--- src/rtl/bin2bcd_display_feed_if.sv ---
// Input handshake and display-side result bundle for the binary-to-BCD feed.
// The master drives values in; the slave converts them and drives the results out.
interface bin2bcd_display_feed_if #(
  parameter int unsigned WIDTH  = 32,
  parameter int unsigned DIGITS = 10
);
  logic [WIDTH-1:0]    in_data;
  logic                in_valid;
  logic                in_ready;
  logic [4*DIGITS-1:0] bcd_o;
  logic [DIGITS-1:0]   blank_o;
  logic                done_o;

  modport master (
    output in_data, in_valid,
    input  in_ready, bcd_o, blank_o, done_o
  );

  modport slave (
    input  in_data, in_valid,
    output in_ready, bcd_o, blank_o, done_o
  );
endinterface

--- src/rtl/bin2bcd_display_feed.sv ---
// Sequential double-dabble converter feeding a multiplexed 7-segment scanner.
// bcd_o/blank_o are held between conversions and only change on LATCH or reset.
module bin2bcd_display_feed #(
  parameter int unsigned WIDTH  = 32,
  parameter int unsigned DIGITS = 10
) (
  input logic                   clk,
  input logic                   rst,
  bin2bcd_display_feed_if.slave bus
);

  localparam int unsigned CntW = $clog2(WIDTH + 1);

  typedef enum logic [1:0] {StIdle, StShift, StLatch} state_e;

  state_e              state_q, state_d;
  logic [CntW-1:0]     cnt_q, cnt_d;
  logic [WIDTH-1:0]    bin_q, bin_d;
  logic [4*DIGITS-1:0] scratch_q, scratch_d;
  logic [4*DIGITS-1:0] bcd_q, bcd_d;
  logic [DIGITS-1:0]   blank_q, blank_d;
  logic                done_q, done_d;

  logic [4*DIGITS-1:0] corr;
  logic [DIGITS-1:0]   blank_calc;
  logic                upper_zero;

  // Add-3 correction on every digit >= 5; the result stays within 4 bits.
  always_comb begin
    corr = scratch_q;
    for (int i = 0; i < int'(DIGITS); i++) begin
      if (scratch_q[4*i +: 4] >= 4'd5) begin
        corr[4*i +: 4] = scratch_q[4*i +: 4] + 4'd3;
      end
    end
  end

  // Blank a digit when it and every more-significant digit are zero; digit 0 always shows.
  always_comb begin
    blank_calc    = '0;
    upper_zero    = 1'b1;
    for (int i = int'(DIGITS) - 1; i >= 1; i--) begin
      upper_zero    = upper_zero & (scratch_q[4*i +: 4] == 4'd0);
      blank_calc[i] = upper_zero;
    end
  end

  always_comb begin
    state_d   = state_q;
    cnt_d     = cnt_q;
    bin_d     = bin_q;
    scratch_d = scratch_q;
    bcd_d     = bcd_q;
    blank_d   = blank_q;
    done_d    = 1'b0;
    unique case (state_q)
      StIdle: begin
        if (bus.in_valid) begin
          bin_d     = bus.in_data;
          scratch_d = '0;
          cnt_d     = '0;
          state_d   = StShift;
        end
      end
      StShift: begin
        {scratch_d, bin_d} = {corr, bin_q} << 1;
        cnt_d              = cnt_q + 1'b1;
        if (cnt_q == CntW'(WIDTH - 1)) begin
          state_d = StLatch;
        end
      end
      StLatch: begin
        bcd_d   = scratch_q;
        blank_d = blank_calc;
        done_d  = 1'b1;
        state_d = StIdle;
      end
      default: state_d = StIdle;
    endcase
  end

  always_ff @(posedge clk) begin
    if (rst) begin
      state_q   <= StIdle;
      cnt_q     <= '0;
      bin_q     <= '0;
      scratch_q <= '0;
      bcd_q     <= '0;
      blank_q   <= {{(DIGITS-1){1'b1}}, 1'b0};
      done_q    <= 1'b0;
    end else begin
      state_q   <= state_d;
      cnt_q     <= cnt_d;
      bin_q     <= bin_d;
      scratch_q <= scratch_d;
      bcd_q     <= bcd_d;
      blank_q   <= blank_d;
      done_q    <= done_d;
    end
  end

  assign bus.in_ready = (state_q == StIdle);
  assign bus.bcd_o    = bcd_q;
  assign bus.blank_o  = blank_q;
  assign bus.done_o   = done_q;

endmodule

--- src/flat_wrapper.sv ---
// flat-port wrapper written by rule: the top's interface ports become plain ports
module bin2bcd_display_feed_flat 
#(
  parameter int unsigned WIDTH  = 32,
  parameter int unsigned DIGITS = 10
)
  (clk, rst, bus_in_data, bus_in_valid, bus_in_ready, bus_bcd_o, bus_blank_o, bus_done_o);
  bin2bcd_display_feed_if #(.WIDTH(WIDTH), .DIGITS(DIGITS)) bus_i ();
  input logic clk;
  input logic rst;
  input wire logic [$bits(bus_i.in_data)-1:0] bus_in_data;
  input wire logic [$bits(bus_i.in_valid)-1:0] bus_in_valid;
  output wire logic [$bits(bus_i.in_ready)-1:0] bus_in_ready;
  output wire logic [$bits(bus_i.bcd_o)-1:0] bus_bcd_o;
  output wire logic [$bits(bus_i.blank_o)-1:0] bus_blank_o;
  output wire logic [$bits(bus_i.done_o)-1:0] bus_done_o;
  assign bus_i.in_data = bus_in_data;
  assign bus_i.in_valid = bus_in_valid;
  assign bus_in_ready = bus_i.in_ready;
  assign bus_bcd_o = bus_i.bcd_o;
  assign bus_blank_o = bus_i.blank_o;
  assign bus_done_o = bus_i.done_o;
  bin2bcd_display_feed #(.WIDTH(WIDTH), .DIGITS(DIGITS)) u_core (.clk(clk), .rst(rst), .bus(bus_i));
endmodule
--- config.mk ---
export PLATFORM = sky130hd
export DESIGN_NAME = bin2bcd_display_feed_flat
export DESIGN_NICKNAME = d
export VERILOG_FILES = /design/src/rtl/bin2bcd_display_feed_if.sv /design/src/rtl/bin2bcd_display_feed.sv /design/src/flat_wrapper.sv
export SDC_FILE = /design/constraint.sdc
export NUM_CORES = 1
export LEC_CHECK = 0
export CAP_MARGIN = 20
export CELL_PAD_IN_SITES_DETAIL_PLACEMENT = 0
export CELL_PAD_IN_SITES_GLOBAL_PLACEMENT = 2
export CORE_UTILIZATION = 33
export DETAILED_ROUTE_END_ITERATION = 6
export HOLD_SLACK_MARGIN = 0.1
export PLACE_DENSITY = 0.8
export SYNTH_ARGS = -nofsm -noshare
export SYNTH_HDL_FRONTEND = slang
export SYNTH_SLANG_ARGS = --single-unit
--- constraint.sdc ---
create_clock -name clk -period 2.29 [get_ports clk]
set_clock_uncertainty 0.05 [all_clocks]
set_input_delay 0.3435 -clock clk [delete_from_list [all_inputs] [get_ports clk]]
set_output_delay 0.3435 -clock clk [all_outputs]
set_load 0.005 [all_outputs]
# After elaboration in Yosys (flattened, before gate mapping)
# Cells that the tools add are included.
# word_totals
reg_bits,130
out_inout_bits,52
# op_classes
add_sub_neg,11
n_lt_le_gt_ge,10
n_eq_ne,5
mux,20
bitwise_logic,8
reduce_logical,13
# ops
cell,n
40-bit case mux with 2 select lines,1
32-bit case mux with 2 select lines,1
"4-bit by 3-bit >= comparator with 1-bit output, second input constant",10
40-bit 2-to-1 mux,1
"4-bit by 2-bit adder with 4-bit output, second input constant",9
4-bit zero test,9
4-bit 2-to-1 mux,9
32-bit 2-to-1 mux,1
6-bit case mux with 2 select lines,1
1-bit bitwise AND,8
"6-bit by 1-bit adder with 6-bit output, second input constant",1
"6-bit by 5-bit == test with 1-bit output, second input constant",1
6-bit 2-to-1 mux,1
2-bit 2-to-1 mux,2
2-bit case mux with 2 select lines,1
2-bit AND reduction,2
"3-bit by 2-bit adder with 3-bit output, second input constant",1
3-bit 2-to-1 mux,1
"2-bit by 1-bit == test with 1-bit output, second input constant",1
"2-bit == test, second input constant",1
2-bit zero test,1
"2-bit by 1-bit != test with 1-bit output, second input constant",1
"2-bit != test, second input constant",1
2-bit nonzero test,1
1-bit 2-to-1 mux,1

# Logic depth before layout (Yosys ltp)
# depth
word_depth,9
ltp_mapped,7
depth_no_buf,6

# Least setup slack after synthesis
# OpenSTA, ideal clock, no wires.
# synth_path
path_kind,reg-to-reg
from,register u_core.scratch_q[36]
to,"register u_core.blank_q[1], in the netlist u_core.bus.blank_o[1]"
arrival_time_ns,1.693
required_time_ns,2.153
path_slack_ns,0.460
path_stages_with_launch,7
cell_sequence,dfxtp_1 -> inv_1 -> ha_1 -> or3b_4 -> nor4_4 -> nand4_2 -> o31ai_1
# synth_between
elab_chain_cells,9
# synth_lines
element,line,rtl
from (decl),bin2bcd_display_feed.sv:19,"logic [4*DIGITS-1:0] scratch_q, scratch_d;"
from (signal assigned),bin2bcd_display_feed.sv:95,scratch_q <= scratch_d;
4-bit zero test,bin2bcd_display_feed.sv:43,upper_zero = upper_zero & (scratch_q[4*i +: 4] == 4'd0);
1-bit bitwise AND (8 in a row),bin2bcd_display_feed.sv:43,
to (signal assigned),bin2bcd_display_feed.sv:89,"blank_q <= {{(DIGITS-1){1'b1}}, 1'b0};"
to (signal assigned),bin2bcd_display_feed.sv:97,blank_q <= blank_d;
to (decl),bin2bcd_display_feed.sv:21,"logic [DIGITS-1:0] blank_q, blank_d;"
# Every way passes these cells.
# A chain may end at the register's enable or synchronous reset.

# Worst setup path after layout
# Ends and elaborated chain as after synthesis.

==> results list <==
* Worst R2R Setup Slack: 0.23 ns
- Top cells by area, synth: sky130_fd_sc_hd__dfxtp_1 (45%), sky130_fd_sc_hd__a21oi_1 (6.8%), sky130_fd_sc_hd__nand2_1 (6.7%)
- With fillers left out, the area of the finished cells amounts to 7433 sq um.
* Critical path fanouts, max: 4
- Post-CTS repair changed the size of 0 cells.
- The count of nets left with antenna violations once routing finished came out at 0.
- The filler cells instantiated in the layout total 1639.
- Number of clock buffers inserted by TritonCTS: 17
- Crit-path slowest cell: sky130_fd_sc_hd__or3b_4
- The max-slew violation count is 0.
* Number of ports placed on the die boundary: 87
- Subtracting the final worst setup slack from the clock period gives 2.058 ns.
- Yosys mapped the design onto 49 distinct sky130hd cell types.
- Syn-to-layout area delta: 29.41%
- First-pass GRT wire length: 24970 microns
- GP Congestion: 0.7890
- Total track usage: 17.86%
* Headroom to the max-slew limit: 66.51%
* Die height: 133.9 microns
- The worst hold path belongs to the class input port to flop.
- Top Family by Delay on Critical Path: simple AND/OR/NAND/NOR gates
- Together, buffers and inverters on the worst path number 1.
- Post-synth EDFFs: 0
- Status: completed
- Floorplan Core Area: 16760 sq um
* Placed wire-length estimate: 10260 microns
- Via count of the routed design: 4987
- Ranked by instance count, the synthesized netlist is headed by sky130_fd_sc_hd__dfxtp_1 (130), sky130_fd_sc_hd__nand2_1 (103), sky130_fd_sc_hd__a21oi_1 (78), sky130_fd_sc_hd__inv_1 (37), sky130_fd_sc_hd__nor2_1 (37).
- The final hold violation count is 0.
- The first detailed-routing pass took 7 iterations.
- Sequential cells were found to cover 45.31% of the synthesized design area.
- The number of antenna diodes in the final layout is 0.
* Post-Syn Nets: 719
- The post-route netlist has 8.957% of its cells at a drive strength greater than 1.
- Derived from the worst setup path, the maximum achievable clock frequency is 0.4859 GHz.
* Max-cap violations: 0
- The number of antenna violations at the first check in global routing was 0.
- The worst setup path is launched from a flop.
- The detailed router finished its first iteration with 286 violations.
- RSZ-0062 raised after global routing: false
- Cell area after synthesis: 5744 sq um
* Max Root-Sink Buffers: 2
- Cell with the most instances after synthesis: sky130_fd_sc_hd__dfxtp_1
- Clock H-tree levels: 4
* Placed inst area: 6884 sq um
* Overflow left after global routing: 0
- The die is 133.9 microns wide.
- Area of the die: 17940 sq um
- Leakage power: 2.835 nW
- Wire length per cell after detailed routing: 15.69 microns
- Clock-pin slew was measured on the worst setup and hold paths at 0.05 ns.
- Clock tree from TritonCTS: built
- The largest total area in the synthesized netlist belongs to sky130_fd_sc_hd__dfxtp_1.
* Total of buffers placed on input and output ports: 85
* Floorplan row count: 47
- In this run, synthesis produced a sequential element count of 130.
* DRC errors left: 0
* Vias in the first global route: 4939
- Transition at the pin with the smallest max-transition slack: 0.5018 ns
* Setup Buffers After CTS: 0
- Worst reg2reg startpoint: u_core.scratch_q[36]
* Pin count of the biggest net entering global routing: 43
* Dominant register cell in the synthesized netlist: sky130_fd_sc_hd__dfxtp_1
* Routed wire length: 15190 microns
* Mapped Avg Cell Area: 8.770 sq um
- Total Neg Setup Slack: 0 ns
* Fraction of registers with async set or reset after synthesis: 0%
- Routed via count divided by cell count: 5.152
- After clock tree synthesis, the flow added hold-fix buffers numbering 0.
- Proportion of netlist area held by the largest area contributor: 45.31%
- Arrival time at the worst endpoint: 2.34 ns
- Counting every sink on the clock net gives 130.
- Launch point of the worst hold path: rst
- Data on the critical path is required at its endpoint by 2.57 ns.
- The worst setup path is captured at a flop.
* CP Class: flop to flop
- Overall power consumption after layout is estimated at 5.297 mW.
- Root buffer selected by CTS: sky130_fd_sc_hd__clkbuf_16
- Final worst-path cycle share: 89.88%
- At the end of the flow, the number of nets in the layout was 802.
- At the later pin of the worst-skew pair, clock insertion delay measures 0.42 ns.
* Syn Inst Count: 655
- Power density of the placed cells: 712.6 nW/um^2
- The worst-case IR drop observed on VDD is 0.0004389 V.
* Starting Density: 34.27%
- Setup violations, final: 0
- Crit path launch: u_core.scratch_q[36]
- Yosys warns: 0
- For this run, the slowest stage of the critical path takes 0.43 ns.
* Ordered cell list for the critical path: inv_1, ha_1, or3b_4, nor4_4, nand4_2, o31ai_1
-- layout by cell type (no fill, tap or decap), types with 7 or more instances in the layout --
master                              n
sky130_fd_sc_hd__o22ai_1           19
sky130_fd_sc_hd__nand2b_1          12
sky130_fd_sc_hd__a21oi_1           78
sky130_fd_sc_hd__clkdlybuf4s50_1   84
sky130_fd_sc_hd__inv_1             37
sky130_fd_sc_hd__nor2_1            35
sky130_fd_sc_hd__o221ai_1           7
sky130_fd_sc_hd__clkbuf_16         17
sky130_fd_sc_hd__o311ai_0           7
sky130_fd_sc_hd__buf_4             22
sky130_fd_sc_hd__o21ai_0           23
sky130_fd_sc_hd__nand2_1          103
sky130_fd_sc_hd__xnor2_1           10
sky130_fd_sc_hd__ha_1              29
sky130_fd_sc_hd__dfxtp_1          130
sky130_fd_sc_hd__o31ai_1           11
sky130_fd_sc_hd__a32o_1            11
sky130_fd_sc_hd__mux2i_1           11
sky130_fd_sc_hd__a22o_1            17
sky130_fd_sc_hd__o211ai_1           8
sky130_fd_sc_hd__a222oi_1          10
-- report_power, final --
| group | internal (mW) | leakage (nW) | switching [mW] | total (mW) |
|---|---|---|---|---|
| clock network | 1.63 | 0.275 | 0.931 | 2.56 |
| logic | 0.164 | 1.51 | 0.200 | 0.364 |
| registers | 2.33 | 1.05 | 0.0482 | 2.37 |
-- layer usage --
metal  GRT usage [%]  vias up  routed length (microns)
li1                -     2488                        -
met1           22.37     2394                     7163
met2           29.53       92                     7276
met3           4.006       13                      558
met4           7.323        0                      192
met5               0        -                        0
-- path summary, 6_finish.rpt --
path                                               to  cells past startpoint
worst min register to register   u_core.bus.bcd_o[32]                      2
worst min-delay path            u_core.bus.blank_o[6]                      3
worst max-delay path            u_core.bus.blank_o[1]                      6
worst max register to register  u_core.bus.blank_o[1]                      6
-- worst min-delay path: cells and delay by family --
kind | cells | cell delay, ns
buffers and inverters | 2 | 0.23
AND/OR/NAND/NOR | 1 | 0.07
-- metrics by stage --
step	util (%)	instances	worst slack, ns	hold WS (ns)
2_1_floorplan	-	655	0.4599	0.3740
3_3_place_gp	41.08	939	0.3109	0.3939
3_5_place_dp	41.08	939	0.2496	0.3972
4_1_cts	44.35	968	0.2276	0.2310
5_1_grt	44.35	968	0.05872	0.2481
6_report	44.35	968	0.2318	0.2340
-- sequential cells by signal (all words and copies together) (netlist names) --
name,flops
u_core.cnt_q,6
u_core.bus.done_o,1
u_core.bin_q,32
u_core.state_q,2
u_core.scratch_q,40
u_core.bus.blank_o,9
u_core.bus.bcd_o,40
-- layout make-up --
| class | instances | area [sq um] | share of cell area [%] |
|---|---|---|---|
| inverters | 38 | 142.6 | 1.919 |
| multi-input cells | 443 | 2833 | 38.11 |
| clock buffers | 22 | 464.2 | 6.245 |
| repair buffers | 108 | 1031 | 13.87 |
| flip-flops and latches | 130 | 2603 | 35.01 |
| well taps | 220 | 275.3 | 3.703 |
| clock inverters | 7 | 85.08 | 1.145 |
-- cells by family after synthesis --
logic type      Yosys count  synth area share [%]
mux                      13                 2.309
simple gates            181                 14.31
other cells               1               0.06528
buf+inv                  82                 5.598
compound gates          208                 24.42
xor+xnor                 11                 1.677
fa+ha+maj                29                 6.317
flops                   130                 45.31
(Power assumes the default switching activity.)
